===== config.mk =====
export PLATFORM = sky130hd
export DESIGN_NAME = ram_rd_stream
export DESIGN_NICKNAME = d
export VERILOG_FILES = /design/src/rtl/ram_rd_stream_pkg.sv /design/src/rtl/sync_fifo_skid.sv /design/src/rtl/ram_rd_stream.sv
export SDC_FILE = /design/constraint.sdc
export NUM_CORES = 1
export LEC_CHECK = 0
export CAP_MARGIN = 20
export CELL_PAD_IN_SITES_DETAIL_PLACEMENT = 0
export CELL_PAD_IN_SITES_GLOBAL_PLACEMENT = 1
export CORE_ASPECT_RATIO = 1.75
export CORE_MARGIN = 2
export CORE_UTILIZATION = 45
export DETAILED_ROUTE_END_ITERATION = 16
export PLACE_DENSITY_LB_ADDON = 0.1
export SLEW_MARGIN = 20
export SYNTH_ARGS = -nofsm -noshare
export SYNTH_HDL_FRONTEND = slang
export SYNTH_HIERARCHICAL = 1
export SYNTH_SLANG_ARGS = --single-unit

===== constraint.sdc =====
create_clock -name clk -period 19.6 [get_ports clk]
set_input_delay 3.92 -clock clk [delete_from_list [all_inputs] [get_ports clk]]
set_output_delay 3.92 -clock clk [all_outputs]
set_load 0.02 [all_outputs]

===== src/rtl/ram_rd_stream_pkg.sv =====
// Shared types and width helpers for the SRAM read-stream front end.
package ram_rd_stream_pkg;

   typedef enum logic [0:0] {
      ST_IDLE  = 1'b0,
      ST_BURST = 1'b1
   } state_t;

   // Occupancy arithmetic width: FIFO count (<= 8) plus one in-flight read.
   localparam int OCC_W = 5;

   function automatic int len_width(input int addr_width);
      return addr_width + 1;
   endfunction

   function automatic int cnt_width(input int depth);
      return $clog2(depth + 1);
   endfunction

   function automatic int ptr_width(input int depth);
      return (depth > 1) ? $clog2(depth) : 1;
   endfunction

endpackage


===== src/rtl/sync_fifo_skid.sv =====
// Small register FIFO absorbing bank read data; head is visible combinationally.
// Zero-latency pop from head, one-cycle push-to-visible; push and pop may coincide at any count.
module sync_fifo_skid
   import ram_rd_stream_pkg::*;
#(
   parameter int WIDTH = 129,
   parameter int DEPTH = 2,
   localparam int PW = ptr_width(DEPTH),
   localparam int CW = cnt_width(DEPTH)
) (
   input  logic             clk,
   input  logic             rst,
   input  logic             push,
   input  logic [WIDTH-1:0] push_dat,
   input  logic             pop,
   output logic [WIDTH-1:0] head_dat,
   output logic [CW-1:0]    count,
   output logic             full,
   output logic             empty
);

   logic [WIDTH-1:0] mem_q [DEPTH];
   logic [PW-1:0]    wr_ptr_q;
   logic [PW-1:0]    rd_ptr_q;
   logic [CW-1:0]    count_q;
   logic             do_pop;

   function automatic logic [PW-1:0] ptr_inc(input logic [PW-1:0] p);
      return (p == PW'(DEPTH - 1)) ? '0 : p + PW'(1);
   endfunction

   assign do_pop   = pop & ~empty;
   assign head_dat = mem_q[rd_ptr_q];
   assign count    = count_q;
   assign full     = (count_q == CW'(DEPTH));
   assign empty    = (count_q == '0);

   always_ff @(posedge clk or posedge rst) begin
      if (rst) begin
         for (int i = 0; i < DEPTH; i++) begin
            mem_q[i] <= '0;
         end
         wr_ptr_q <= '0;
         rd_ptr_q <= '0;
         count_q  <= '0;
      end else begin
         if (push) begin
            mem_q[wr_ptr_q] <= push_dat;
            wr_ptr_q        <= ptr_inc(wr_ptr_q);
         end
         if (do_pop) begin
            rd_ptr_q <= ptr_inc(rd_ptr_q);
         end
         case ({push, do_pop})
            2'b10:   count_q <= count_q + CW'(1);
            2'b01:   count_q <= count_q - CW'(1);
            default: count_q <= count_q;
         endcase
      end
   end

endmodule


===== src/rtl/ram_rd_stream.sv =====
// Burst reader for a 1-cycle-latency SRAM bank: one read per cycle, data on a valid/ready stream.
// Accept->first read 1 cycle, ->out_valid 3 cycles; reads are credit-throttled so out_ready low never drops data.
module ram_rd_stream
   import ram_rd_stream_pkg::*;
#(
   parameter int SRAM_WIDTH      = 128,
   parameter int SRAM_WORD       = 64,
   parameter int SRAM_ADDR_WIDTH = $clog2(SRAM_WORD),
   parameter int BUF_DEPTH       = 2
) (
   input  logic                       clk,
   input  logic                       rst,
   input  logic                       cmd_valid,
   output logic                       cmd_ready,
   input  logic [SRAM_ADDR_WIDTH-1:0] cmd_addr,
   input  logic [SRAM_ADDR_WIDTH:0]   cmd_len,
   output logic                       ram_read_en,
   output logic [SRAM_ADDR_WIDTH-1:0] ram_addr_r,
   input  logic [SRAM_WIDTH-1:0]      ram_data_out,
   output logic                       out_valid,
   input  logic                       out_ready,
   output logic [SRAM_WIDTH-1:0]      out_data,
   output logic                       out_last,
   output logic                       busy
);

   localparam int LEN_W = len_width(SRAM_ADDR_WIDTH);
   localparam int CNT_W = cnt_width(BUF_DEPTH);
   localparam logic [LEN_W-1:0]           LEN_ONE   = LEN_W'(1);
   localparam logic [SRAM_ADDR_WIDTH-1:0] ADDR_LAST = SRAM_ADDR_WIDTH'(SRAM_WORD - 1);

   state_t                     state_q;
   state_t                     state_d;
   logic [SRAM_ADDR_WIDTH-1:0] addr_q;
   logic [SRAM_ADDR_WIDTH-1:0] addr_inc;
   logic [LEN_W-1:0]           remaining_q;
   logic                       inflight_q;
   logic                       inflight_last_q;
   logic                       accept;
   logic                       issue;
   logic                       pop;
   logic                       credit_ok;
   logic [OCC_W-1:0]           occ;
   logic [CNT_W-1:0]           fifo_count;
   logic                       fifo_full;
   logic                       fifo_empty;
   logic [SRAM_WIDTH:0]        head;

   // Words already buffered or on their way, net of the word leaving this cycle.
   assign pop       = out_valid & out_ready;
   assign occ       = OCC_W'(fifo_count) + OCC_W'(inflight_q) - OCC_W'(pop);
   assign credit_ok = (occ < OCC_W'(BUF_DEPTH));
   assign addr_inc  = (addr_q == ADDR_LAST) ? '0 : addr_q + SRAM_ADDR_WIDTH'(1);

   always_ff @(posedge clk or posedge rst) begin
      if (rst) begin
         state_q <= ST_IDLE;
      end else begin
         state_q <= state_d;
      end
   end

   always_comb begin
      state_d   = state_q;
      cmd_ready = 1'b0;
      accept    = 1'b0;
      issue     = 1'b0;
      case (state_q)
         ST_IDLE: begin
            cmd_ready = 1'b1;
            if (cmd_valid) begin
               accept = 1'b1;
               if (cmd_len != '0) begin
                  state_d = ST_BURST;
               end
            end
         end
         ST_BURST: begin
            if ((remaining_q != '0) && credit_ok) begin
               issue = 1'b1;
               if (remaining_q == LEN_ONE) begin
                  state_d = ST_IDLE;
               end
            end
         end
         default: state_d = ST_IDLE;
      endcase
   end

   always_ff @(posedge clk or posedge rst) begin
      if (rst) begin
         addr_q          <= '0;
         remaining_q     <= '0;
         inflight_q      <= 1'b0;
         inflight_last_q <= 1'b0;
      end else begin
         if (accept && (cmd_len != '0)) begin
            addr_q      <= cmd_addr;
            remaining_q <= cmd_len;
         end else if (issue) begin
            addr_q      <= addr_inc;
            remaining_q <= remaining_q - LEN_ONE;
         end
         inflight_q      <= issue;
         inflight_last_q <= issue && (remaining_q == LEN_ONE);
      end
   end

   assign ram_read_en = issue;
   assign ram_addr_r  = addr_q;

   sync_fifo_skid #(
      .WIDTH (SRAM_WIDTH + 1),
      .DEPTH (BUF_DEPTH)
   ) u_fifo (
      .clk      (clk),
      .rst      (rst),
      .push     (inflight_q),
      .push_dat ({inflight_last_q, ram_data_out}),
      .pop      (pop),
      .head_dat (head),
      .count    (fifo_count),
      .full     (fifo_full),
      .empty    (fifo_empty)
   );

   assign out_valid = ~fifo_empty;
   assign out_data  = head[SRAM_WIDTH-1:0];
   assign out_last  = head[SRAM_WIDTH];
   assign busy      = (state_q == ST_BURST) | inflight_q | ~fifo_empty;

   // The read credit must make a push into a full, non-draining FIFO impossible.
   a_no_overflow : assert property (@(posedge clk) disable iff (rst)
      !(inflight_q && fifo_full && !pop));

endmodule


# Word level (Yosys, flattened, before mapping)
# Index checks and enable logic that the tools add are counted.
[op_classes]
n_lt_le_gt_ge = 4
n_eq_ne = 4
n_mux = 24
addsub = 8
reduce_logical = 9
n_bitwise = 8
[ops]
columns = ["operator", "count"]
rows = [
  ["two-way mux 129 bit", 4],
  ["bitwise mux 258 bit", 1],
  ["demux 129 bit (select 1 bit)", 1],
  ["two-way mux 6 bit", 3],
  ["two-way mux 7 bit", 2],
  ["nonzero test 7 bit", 2],
  ["two-way mux 1 bit", 11],
  ["equality test 7 x 1 -> 1 bit (second input constant)", 1],
  ["subtractor 7 x 1 -> 7 bit (second input constant)", 1],
  ["adder 6 x 1 -> 6 bit (second input constant)", 1],
  ["equality test 6 bit (second input constant)", 1],
  ["< comparator 5 x 2 -> 1 bit (second input constant)", 1],
  [">= comparator 2 bit (second input constant)", 2],
  ["logical AND 1 bit", 4],
  ["inverter 1 -> 2 bit", 2],
  ["one-hot mux 2 bit (2 select lines)", 1],
  ["nonzero test 2 bit", 2],
  ["subtractor 3 x 1 -> 4 bit", 1],
  ["adder 2 x 1 -> 3 bit", 1],
  ["adder 1 bit (second input constant)", 2],
  ["adder 2 x 1 -> 2 bit (second input constant)", 1],
  ["bitwise AND 1 bit", 2],
  ["equality test 2 x 1 -> 1 bit (second input constant)", 1],
  ["equality test 2 bit (second input constant)", 1],
  ["6 further kinds", 8],
]
[totals]
out_inout_bits = 139
input_bits = 145
reg_bits = 278

# Longest topological paths before layout
# Gate-level depths: netlist of the first run.
[logic_depth]
ltp_word = 10
ltp_mapped = 10
ltp_nobuf = 10

# Hierarchy
# The synthesis of the first run kept the hierarchy.
[by_module_without_submodules]
columns = ["mod", "cells_each", "area_per_inst_um2", "seq_area_each_um2", "n_inst"]
rows = [
  ["sync_fifo_skid", 705, 11995.3, 6556.3, 1],
  ["ram_rd_stream", 123, 1096.1, 400.4, 1],
]

# Worst setup path after synthesis of the first run
# No wires, ideal clock.
[synth_timing]
path_kind = "input port to output port"
start = "input out_ready"
end = "output ram_read_en"
stages = 7
t_arrival_ns = 5.363
slack_ns = 10.317
path_cell_list = "nor2b_1 > o21ai_0 > fa_1 > nand2b_1 > a311oi_2 > nand2_2 > inv_2"
[synth_between]
elab_chain_cells = 6
[synth_lines]
columns = ["item", "line", "rtl"]
rows = [
  ["start: declaration", "ram_rd_stream.sv:21", "input logic out_ready,"],
  ["bitwise AND 1 bit", "ram_rd_stream.sv:50", "assign pop = out_valid & out_ready;"],
  ["subtractor 3 x 1 -> 4 bit", "ram_rd_stream.sv:51", "assign occ = OCC_W'(fifo_count) + OCC_W'(inflight_q) - OCC_W'(pop);"],
  ["< comparator 5 x 2 -> 1 bit", "ram_rd_stream.sv:52", "assign credit_ok = (occ < OCC_W'(BUF_DEPTH));"],
  ["logical AND 1 bit", "ram_rd_stream.sv:79", "if ((remaining_q != '0) && credit_ok) begin"],
  ["two-way mux 1 bit", "ram_rd_stream.sv:79", ""],
  ["two-way mux 1 bit", "ram_rd_stream.sv:68", "case (state_q)"],
  ["end: declaration", "ram_rd_stream.sv:17", "output logic ram_read_en,"],
]
# No other way between the ends.

# Worst setup path after layout of the first run
[layout_timing]
start = "input out_ready"
end = "output ram_read_en"
[layout_between]
elab_chain_cells = 6
[layout_lines]
columns = ["item", "line", "rtl"]
rows = [
  ["bitwise AND 1 bit", "ram_rd_stream.sv:50", ""],
  ["via pop", "ram_rd_stream.sv:41", "logic pop;"],
  ["subtractor 3 x 1 -> 4 bit", "ram_rd_stream.sv:51", ""],
  ["< comparator 5 x 2 -> 1 bit", "ram_rd_stream.sv:52", ""],
  ["logical AND 1 bit", "ram_rd_stream.sv:79", ""],
  ["two-way mux 1 bit", "ram_rd_stream.sv:79", ""],
  ["two-way mux 1 bit", "ram_rd_stream.sv:68", ""],
]
# The timed path passes the listed nets, and every way through them passes these cells.

==> impl_metrics.json, run 1 <==
{
  "startpoint_type": "primary input",
  "clk_latency_ns": 0.54,
  "intPower_mw": 2.14,
  "p_comb_frac": 0.524,
  "slew_headroom": 0.352,
  "drc_errors": 0,
  "ctsHtreeMaxLevel": 1,
  "yosysWarningCount": 6,
  "worst_slack_ns": 8.76,
  "min_period_ns": 10.84,
  "outcome": "complete, no violations",
  "crit_type": "in -> out",
  "sw_frac_of_total": 0.344,
  "final_core_util": 0.586,
  "die_width_um": 133,
  "power.share.sequential": 0.318,
  "setup-violations-final": 0,
  "antenna_found_initial": 6,
  "die_area_mm2": 0.0305,
  "hold_violations": 0,
  "skew_ns": 0.0126,
  "slew_violations": 0,
  "maxCapViolations": 0,
  "fin_setup_tns_ns": 0,
  "slowest_stage": "clkdlybuf4s50_1",
  "gp_congestion": 0.797,
  "crit_arrival_ns": 6.92,
  "clkPwrFrac": 0.158,
  "avgSynthCellArea_um2": 15.8,
  "fp.dieH_um": 230,
  "grt_first_pass_wirelength_um": 47100,
  "vias": 7625,
  "area_delta_synth_final_pct": 28.3,
  "grt_use_total": 0.193,
  "cts.sinks": 278,
  "core_area_mm2": 0.0286,
  "clkTransAtPathRegs_ns": 0.06,
  "drive_gt1_frac": 0.404,
  "postCtsSetupBuffers": 0,
  "leakage_nw": 7.27,
  "synthesis.area_mm2": 0.0131,
  "power_mw": 3.27,
  "syn-num-nets": 979,
  "cpPeakStageDelay_ns": 0.64,
  "postSynthCellCount": 827,
  "clockRootBuffer": "clkbuf_16",
  "grt_max_degree": 130,
  "worst_pin_slew_ns": 0.972,
  "antenna_left": 0,
  "critPathMaxFanout": 23,
  "drt_iter0_markers": 236,
  "critPathCaptureType": "output port",
  "crit_path_frequent_cell": "clkdlybuf4s50_1",
  "io_buffers": 283,
  "cp.required_ns": 15.68,
  "hold_class": "reg -> reg",
  "start_util": 0.457,
  "routed_wl_um": 29300,
  "io_pins": 284,
  "power_density_mw_per_mm2": 195,
  "routedWlPerCell_um": 19.5,
  "final_cells": 1503,
  "crit_chain": "clkdlybuf4s50_1 > nor2b_1 > o21ai_0 > fa_1 > xnor2_1 > a311oi_2 > nand2_2 > inv_2 > clkdlybuf4s50_1",
  "dr.pass1.iters": 4,
  "placed_cells": 1448,
  "grt_pass1_vias": 8512,
  "post_cts_resized": 0,
  "period_share": 0.553,
  "clk_path_buf_depth": 3,
  "pre_cts_slack_ns": 8.78,
  "rsz0062_at_grt": "false",
  "ir_drop_mv": 0.104,
  "dp_hpwl_um": 19100,
  "switchingPower_mw": 1.13,
  "cts_tree": "yes",
  "cts.hold.buffers_added": 0,
  "grt_overflow_total": 0,
  "clock.fmax_ghz": 0.0922,
  "vias_per_cell": 5.07,
  "numCtsBuffers": 27,
  "rows": 82,
  "final_nets": 1251
}
-- cell usage in the layout, fill, tap and decap left out, types with 2 or more instances in the layout --
master           instances
clkdlybuf4s50_1        283
mux2_2                 277
dfrtp_1                277
mux2_4                 111
clkbuf_16               27
nand2_1                 13
nand3_1                 11
inv_1                   10
nor2_1                  10
clkbuf_8                 9
nor3_1                   7
diode_2                  6
ha_1                     6
clkbuf_1                 6
o21ai_0                  5
or3_1                    4
o22ai_1                  4
clkinv_2                 4
buf_4                    4
xnor2_1                  3
nor2b_1                  3
a21oi_1                  3
xor2_1                   3
nand2b_1                 2
a311oi_2                 2
a31oi_1                  2
inv_2                    2
a221o_1                  2
nand4_1                  2
a211oi_1                 2
-- flip-flops by register name (all words and copies together), names as in the netlist --
| register | cells |
|---|---|
| inflight_last_q | 1 |
| inflight_q | 1 |
| ram_addr_r | 6 |
| remaining_q | 7 |
| state_q | 1 |
| u_fifo/count | 2 |
| u_fifo/mem_q | 258 |
| u_fifo/rd_ptr_q | 1 |
| u_fifo/wr_ptr_q | 1 |
-- metal layers --
| layer | GRT usage | share of wire | vias up |
|---|---|---|---|
| li1 | - | - | 3508 |
| met3 | 0.0398 | 0.054 | 37 |
| met5 | 0 | 0 | - |
| met4 | 0.0712 | 0.027 | 0 |
| met1 | 0.234 | 0.41 | 3876 |
| met2 | 0.337 | 0.51 | 204 |
-- power groups by stage --
stage          sequential, mW  clock [mW]  combinational, mW
6_report                 1.04       0.518               1.71
3_3_place_gp             1.04           0               1.72
5_1_grt                  1.08       0.561               1.82
2_1_floorplan           0.989           0               1.20
4_1_cts                  1.04       0.538               1.74
3_5_place_dp             1.05           0               1.73
-- path summary, 6_finish.rpt --
check                      cells after the start  slack (ns)                             to                     startpoint
max                                            9        8.76                    ram_read_en                      out_ready
min                                            1        0.50  u_fifo/mem_q[163]$_DFFE_PP0P_  u_fifo/mem_q[163]$_DFFE_PP0P_
max reg2reg                                   10       16.49      ram_addr_r[4]$_DFFE_PP0P_    u_fifo/count[0]$_DFFE_PP0P_
min reg2reg                                    1        0.50  u_fifo/mem_q[163]$_DFFE_PP0P_  u_fifo/mem_q[163]$_DFFE_PP0P_
max in group asynchronous                      4       13.51  u_fifo/mem_q[127]$_DFFE_PP0P_                            rst
min in group asynchronous                      2        3.94  u_fifo/mem_q[223]$_DFFE_PP0P_                            rst
-- worst max-delay path, delay by kind of cell --
kind	cells	cell delay (ns)
buffers and inverters	3	1.38
and+or+nand+nor	2	0.59
AOI/OAI and AO/OA	2	0.50
adders and majority gates	1	0.39
xor gates and xnor gates	1	0.14
-- layout make-up --
class                      instances  area [um2]
sequential                       278        6960
multi-input combinational        490        5500
tap                              378         473
timing repair buffer             289        2890
clock buffer                      42         822
clock inverter                     7        66.3
inverter                          13        56.3
antenna                            6        15.0
fill                            2312       11800
-- stage by stage --
stage	hold WS, ns	area [um2]
after floorplan	0.474	13100
after global placement	0.481	15900
after detailed placement	0.488	15900
after CTS	0.504	16800
after global routing	0.516	16800
final	0.500	16800
Note: power is estimated with default switching activity, not from simulation.
==> inputs of run 2 (changes only) <==
--- a/config.mk
+++ b/config.mk
@@ -10,7 +10,7 @@
 export CELL_PAD_IN_SITES_GLOBAL_PLACEMENT = 1
 export CORE_ASPECT_RATIO = 1.75
 export CORE_MARGIN = 2
-export CORE_UTILIZATION = 45
+export CORE_UTILIZATION = 42
 export DETAILED_ROUTE_END_ITERATION = 16
 export PLACE_DENSITY_LB_ADDON = 0.1
 export SLEW_MARGIN = 20
==> constraint.sdc (replaced) <==
create_clock -name clk -period 11.4 [get_ports clk]
set_input_delay 2.28 -clock clk [delete_from_list [all_inputs] [get_ports clk]]
set_output_delay 2.28 -clock clk [all_outputs]
set_load 0.02 [all_outputs]
==> run 2 against run 1 <==
Via count rose by 0.94%. Clock power is 100% higher. Wire length up 2.1%. Final cell count is 1.1% higher. Sequential share of layout area decreased by 0.49 points. Non-clock buffer count is 2 higher. Critical endpoint unchanged. Combinational power up 72%. Clock skew down 0.0035 ns. Critical path depth is the same. Worst setup slack lost 4.9 ns. Total power increased by 76%.
==> impl_metrics.json, run 2 (same netlist as run 1, synthesis figures left out) <==
{
  "cpPeakStageDelay_ns": 0.64,
  "period_share": 0.661,
  "critPathMaxFanout": 23,
  "clk_latency_ns": 0.55,
  "final_core_util": 0.553,
  "skew_ns": 0.00916,
  "final_cell_mix": "clkdlybuf4s50_1, mux2_2, dfrtp_1",
  "core_area_mm2": 0.0307,
  "final_nets": 1256,
  "critPathCaptureType": "output port",
  "clkTransAtPathRegs_ns": 0.05,
  "fillCellCount": 2604,
  "setup-violations-final": 0,
  "whs_ns": 0.499,
  "ir_drop_mv": 0.173,
  "io_pins": 284,
  "grt_max_degree": 116,
  "drive_gt1_frac": 0.411,
  "sw_frac_of_total": 0.341,
  "grt-busiest-layer": "met2",
  "cp.required_ns": 9.12,
  "dr.pass1.iters": 4,
  "cts.hold.buffers_added": 0,
  "slew_violations": 0,
  "area_delta_synth_final_pct": 29.8,
  "power.share.sequential": 0.309,
  "vias": 7697,
  "leakage_nw": 7.37,
  "clockRootBuffer": "clkbuf_16",
  "clock.fmax_ghz": 0.133,
  "post_cts_resized": 0,
  "clkPwrFrac": 0.181,
  "drc_errors": 0,
  "grt_first_pass_wirelength_um": 46700,
  "slowest_stage": "clkdlybuf4s50_1",
  "grt_pass1_vias": 8322,
  "grt_overflow_total": 0,
  "hold_class": "reg -> reg",
  "met3_usage": 0.0360,
  "cts_tree": "yes",
  "cts.sinks": 278,
  "start_util": 0.426,
  "rsz0062_at_grt": "false",
  "hold_violations": 0,
  "min_period_ns": 7.54,
  "p_comb_frac": 0.510,
  "gp_congestion": 0.812,
  "met2_usage": 0.326,
  "numCtsBuffers": 30,
  "switchingPower_mw": 1.97,
  "crit_buf_inv": 3,
  "fp.dieH_um": 237,
  "routed_wl_um": 29900,
  "rows": 85,
  "power_density_mw_per_mm2": 340,
  "regMostFlops": "u_fifo/mem_q",
  "die_area_mm2": 0.0326,
  "outcome": "complete, no violations",
  "dp_hpwl_um": 19600,
  "routedWlPerCell_um": 19.7,
  "die_width_um": 137,
  "postCtsSetupBuffers": 0,
  "worst_pin_slew_ns": 1.08,
  "startpoint_type": "primary input",
  "crit_type": "in -> out",
  "maxCapViolations": 0,
  "crit_chain": "clkdlybuf4s50_1 > nor2b_1 > o21ai_0 > fa_1 > xnor2_1 > a311oi_2 > nand2_2 > inv_2 > clkdlybuf4s50_1",
  "drt_iter0_markers": 193,
  "crit_family": "buffers and inverters",
  "clk_path_buf_depth": 3,
  "antenna_found_initial": 1,
  "final_common_cell": "clkdlybuf4s50_1",
  "slew_headroom": 0.278,
  "crit_arrival_ns": 5.26,
  "ctsHtreeMaxLevel": 1,
  "intPower_mw": 3.80,
  "crit_path_frequent_cell": "clkdlybuf4s50_1",
  "antenna_left": 0,
  "use_met1": 0.219,
  "io_buffers": 283,
  "grt_use_total": 0.182,
  "vias_per_cell": 5.06,
  "fin_setup_tns_ns": 0,
  "largest_reg_flops": 258
}
-- run 2: final timing paths --
check | from | end | slack, ns | depth (start not counted)
worst max register to register | u_fifo/count[0]$_DFFE_PP0P_ | ram_addr_r[4]$_DFFE_PP0P_ | 8.30 | 10
max in group asynchronous | rst | u_fifo/rd_ptr_q$_DFFE_PP0P_ | 7.58 | 3
min in group asynchronous | rst | ram_addr_r[3]$_DFFE_PP0P_ | 2.28 | 2
worst min-delay path | u_fifo/mem_q[94]$_DFFE_PP0P_ | u_fifo/mem_q[94]$_DFFE_PP0P_ | 0.50 | 1
worst min register to register | u_fifo/mem_q[94]$_DFFE_PP0P_ | u_fifo/mem_q[94]$_DFFE_PP0P_ | 0.50 | 1
worst max-delay path | out_ready | ram_read_en | 3.86 | 9
-- run 2: per-stage QoR --
stage	cells	setup WS (ns)	cell area [um2]	total power, mW
3_5_place_dp	1463	3.84	15900	4.78
3_3_place_gp	1462	3.90	15900	4.75
6_report	1520	3.86	17000	5.77
2_1_floorplan	827	1.91	13100	3.77
4_1_cts	1519	3.83	17000	5.87
5_1_grt	1520	3.61	17000	6.10
-- run 2: routing by layer --
metal | vias up | share of wire
met3 | 42 | 0.059
met5 | - | 0
met4 | 0 | 0.022
li1 | 3517 | -
met1 | 3932 | 0.39
met2 | 206 | 0.53
-- run 2: layout make-up --
class / instances / area, um2 / area share
clock buffers: 41 / 883 / 0.0520
flip-flops and latches: 278 / 6960 / 0.410
repair buffers: 291 / 2920 / 0.172
well taps: 391 / 489 / 0.0288
inverters: 13 / 56.3 / 0.00331
diodes: 1 / 2.50 / 0.000147
clock inverters: 15 / 181 / 0.0107
multi-input cells: 490 / 5500 / 0.324
-- run 2: power groups by stage --
| stage | logic (mW) | registers [mW] | clock network [mW] |
|---|---|---|---|
| detailed placement | 2.99 | 1.80 | 0 |
| CTS | 3.00 | 1.79 | 1.08 |
| global route | 3.13 | 1.85 | 1.12 |
| finish | 2.94 | 1.78 | 1.04 |
| floorplan | 2.07 | 1.70 | 0 |
| global placement | 2.97 | 1.78 | 0 |
==> inputs of run 3 (changes only) <==
--- a/config.mk
+++ b/config.mk
@@ -10,7 +10,7 @@
 export CELL_PAD_IN_SITES_GLOBAL_PLACEMENT = 1
 export CORE_ASPECT_RATIO = 1.75
 export CORE_MARGIN = 2
-export CORE_UTILIZATION = 42
+export CORE_UTILIZATION = 38
 export DETAILED_ROUTE_END_ITERATION = 16
 export PLACE_DENSITY_LB_ADDON = 0.1
 export SLEW_MARGIN = 20
==> constraint.sdc (replaced) <==
create_clock -name clk -period 6.2 [get_ports clk]
set_input_delay 1.24 -clock clk [delete_from_list [all_inputs] [get_ports clk]]
set_output_delay 1.24 -clock clk [all_outputs]
set_load 0.02 [all_outputs]
==> run 3 against run 2 <==
Via count fell by 0.31%. Sequential cell count did not move. Sequential share of layout area grew 0.11 points. Worst setup slack lost 3.0 ns. Non-clock buffer count up 1. Largest power group unchanged. Count of clock-buffer cells in the layout is 3 higher. Critical path depth is 1 higher. Core utilization decreased by 5.2 points.
==> impl_metrics.json, run 3 (same netlist as run 1, synthesis figures left out) <==
{
  "drive_gt1_frac": 0.404,
  "regArea_mm2": 0.00696,
  "critPathCaptureType": "output port",
  "grt_use_total": 0.172,
  "dr.pass1.iters": 4,
  "final_common_cell": "clkdlybuf4s50_1",
  "ctsHtreeMaxLevel": 1,
  "antenna_left": 0,
  "clkPwrFrac": 0.165,
  "die_width_um": 144,
  "worst_pin_slew_ns": 1.01,
  "min_period_ns": 5.32,
  "final_core_util": 0.500,
  "slew_violations": 0,
  "outcome": "complete, no violations",
  "drc_errors": 0,
  "period_share": 0.858,
  "clk_latency_ns": 0.55,
  "intPower_mw": 6.86,
  "maxCapViolations": 0,
  "cp.required_ns": 4.96,
  "vias": 7673,
  "p_comb_frac": 0.518,
  "antenna_found_initial": 2,
  "crit_arrival_ns": 4.08,
  "io_pins": 284,
  "switchingPower_mw": 3.61,
  "reg2reg_slack_ns": 3.25,
  "cts_tree": "yes",
  "leakage_nw": 7.31,
  "regMostFlops": "u_fifo/mem_q",
  "slew_headroom": 0.326,
  "sw_frac_of_total": 0.345,
  "largest_reg_flops": 258,
  "cts.hold.buffers_added": 0,
  "power_density_mw_per_mm2": 618,
  "final_cell_mix": "clkdlybuf4s50_1, mux2_2, dfrtp_1",
  "placed_cell_area_mm2": 0.0160,
  "hold_violations": 0,
  "clk_path_buf_depth": 3,
  "start_util": 0.387,
  "multiInputGateArea_mm2": 0.00550,
  "core_area_mm2": 0.0339,
  "rows": 89,
  "clockRootBuffer": "clkbuf_16",
  "grt_pass1_vias": 8625,
  "area_delta_synth_final_pct": 29.5,
  "numCtsBuffers": 29,
  "rsz0062_at_grt": "false",
  "fp.dieH_um": 249,
  "setup-violations-final": 0,
  "gp_congestion": 0.766,
  "die_area_mm2": 0.0360,
  "cts.sinks": 278,
  "grt_overflow_total": 0,
  "final_nets": 1256,
  "critPathMaxFanout": 23,
  "grt_max_degree": 99,
  "final_area_mm2": 0.0169,
  "power.share.sequential": 0.317,
  "io_buffers": 283,
  "vias_per_cell": 4.85,
  "post_cts_resized": 0,
  "grt_first_pass_wirelength_um": 48600,
  "fin_setup_tns_ns": 0,
  "worst_slack_ns": 0.878,
  "fillCellCount": 3071,
  "crit_type": "in -> out",
  "skew_ns": 0.0205,
  "postCtsSetupBuffers": 0,
  "clkTransAtPathRegs_ns": 0.07,
  "pre_cts_slack_ns": 0.878,
  "drt_iter0_markers": 234,
  "clock.fmax_ghz": 0.188,
  "startpoint_type": "primary input",
  "ir_drop_mv": 0.338,
  "dp_hpwl_um": 20300,
  "whs_ns": 0.494,
  "routed_wl_um": 31100,
  "hold_class": "reg -> reg",
  "routedWlPerCell_um": 19.7
}
## run 3: cell count changes in the layout (fill, tap and decap cells not counted), moves of 2 or more
cell       change
buf_12         +2
bufinv_16      -2
clkbuf_1       +6
clkbuf_16      -2
clkinv_2       -3
## run 3: worst max-delay path: stages
cell,delay (ns)
clkdlybuf4s50_1,0.47
nor2b_1,0.24
o21ai_0,0.17
fa_1,0.44
nand2b_1,0.16
a311oi_2,0.28
nand2_2,0.06
buf_4,0.22
inv_2,0.16
clkdlybuf4s50_1,0.65
## run 3: final cells by class
class / count / share of cell area
sequential: 278 / 0.411
multi-input combinational: 490 / 0.324
timing repair buffer: 292 / 0.173
clock buffer: 44 / 0.0497
tap: 455 / 0.0336
clock inverter: 8 / 0.00532
inverter: 13 / 0.00310
antenna: 2 / 0.000295
## run 3: final timing paths
check	startpoint	endpoint	depth (start not counted)
max in group asynchronous	rst	u_fifo/mem_q[14]$_DFFE_PP0P_	3
setup / recovery	out_ready	ram_read_en	10
setup reg to reg	u_fifo/count[0]$_DFFE_PP0P_	ram_addr_r[4]$_DFFE_PP0P_	11
hold reg to reg	inflight_last_q$_DFF_PP0_	u_fifo/mem_q[128]$_DFFE_PP0P_	1
hold / removal	inflight_last_q$_DFF_PP0_	u_fifo/mem_q[128]$_DFFE_PP0P_	1
min in group asynchronous	rst	remaining_q[4]$_DFFE_PP0P_	2
## run 3: per-stage QoR
stage | power (mW) | std cells
2_1_floorplan | 6.93 | 827
3_3_place_gp | 8.79 | 1528
3_5_place_dp | 8.84 | 1528
4_1_cts | 10.7 | 1580
5_1_grt | 11.1 | 1582
6_report | 10.5 | 1582
## run 3: power by group through the flow
stage	registers, mW	clock network, mW	logic, mW
2_1_floorplan	3.13	0	3.81
3_3_place_gp	3.32	0	5.46
3_5_place_dp	3.34	0	5.50
4_1_cts	3.33	1.80	5.52
5_1_grt	3.45	1.88	5.76
6_report	3.32	1.73	5.41
## run 3: routing by layer
metal / track usage / vias up / part of all wire
met5: 0 / - / 0
met2: 0.313 / 192 / 0.53
met4: 0.0524 / 0 / 0.021
li1: - / 3515 / -
met1: 0.200 / 3930 / 0.39
met3: 0.0361 / 36 / 0.058
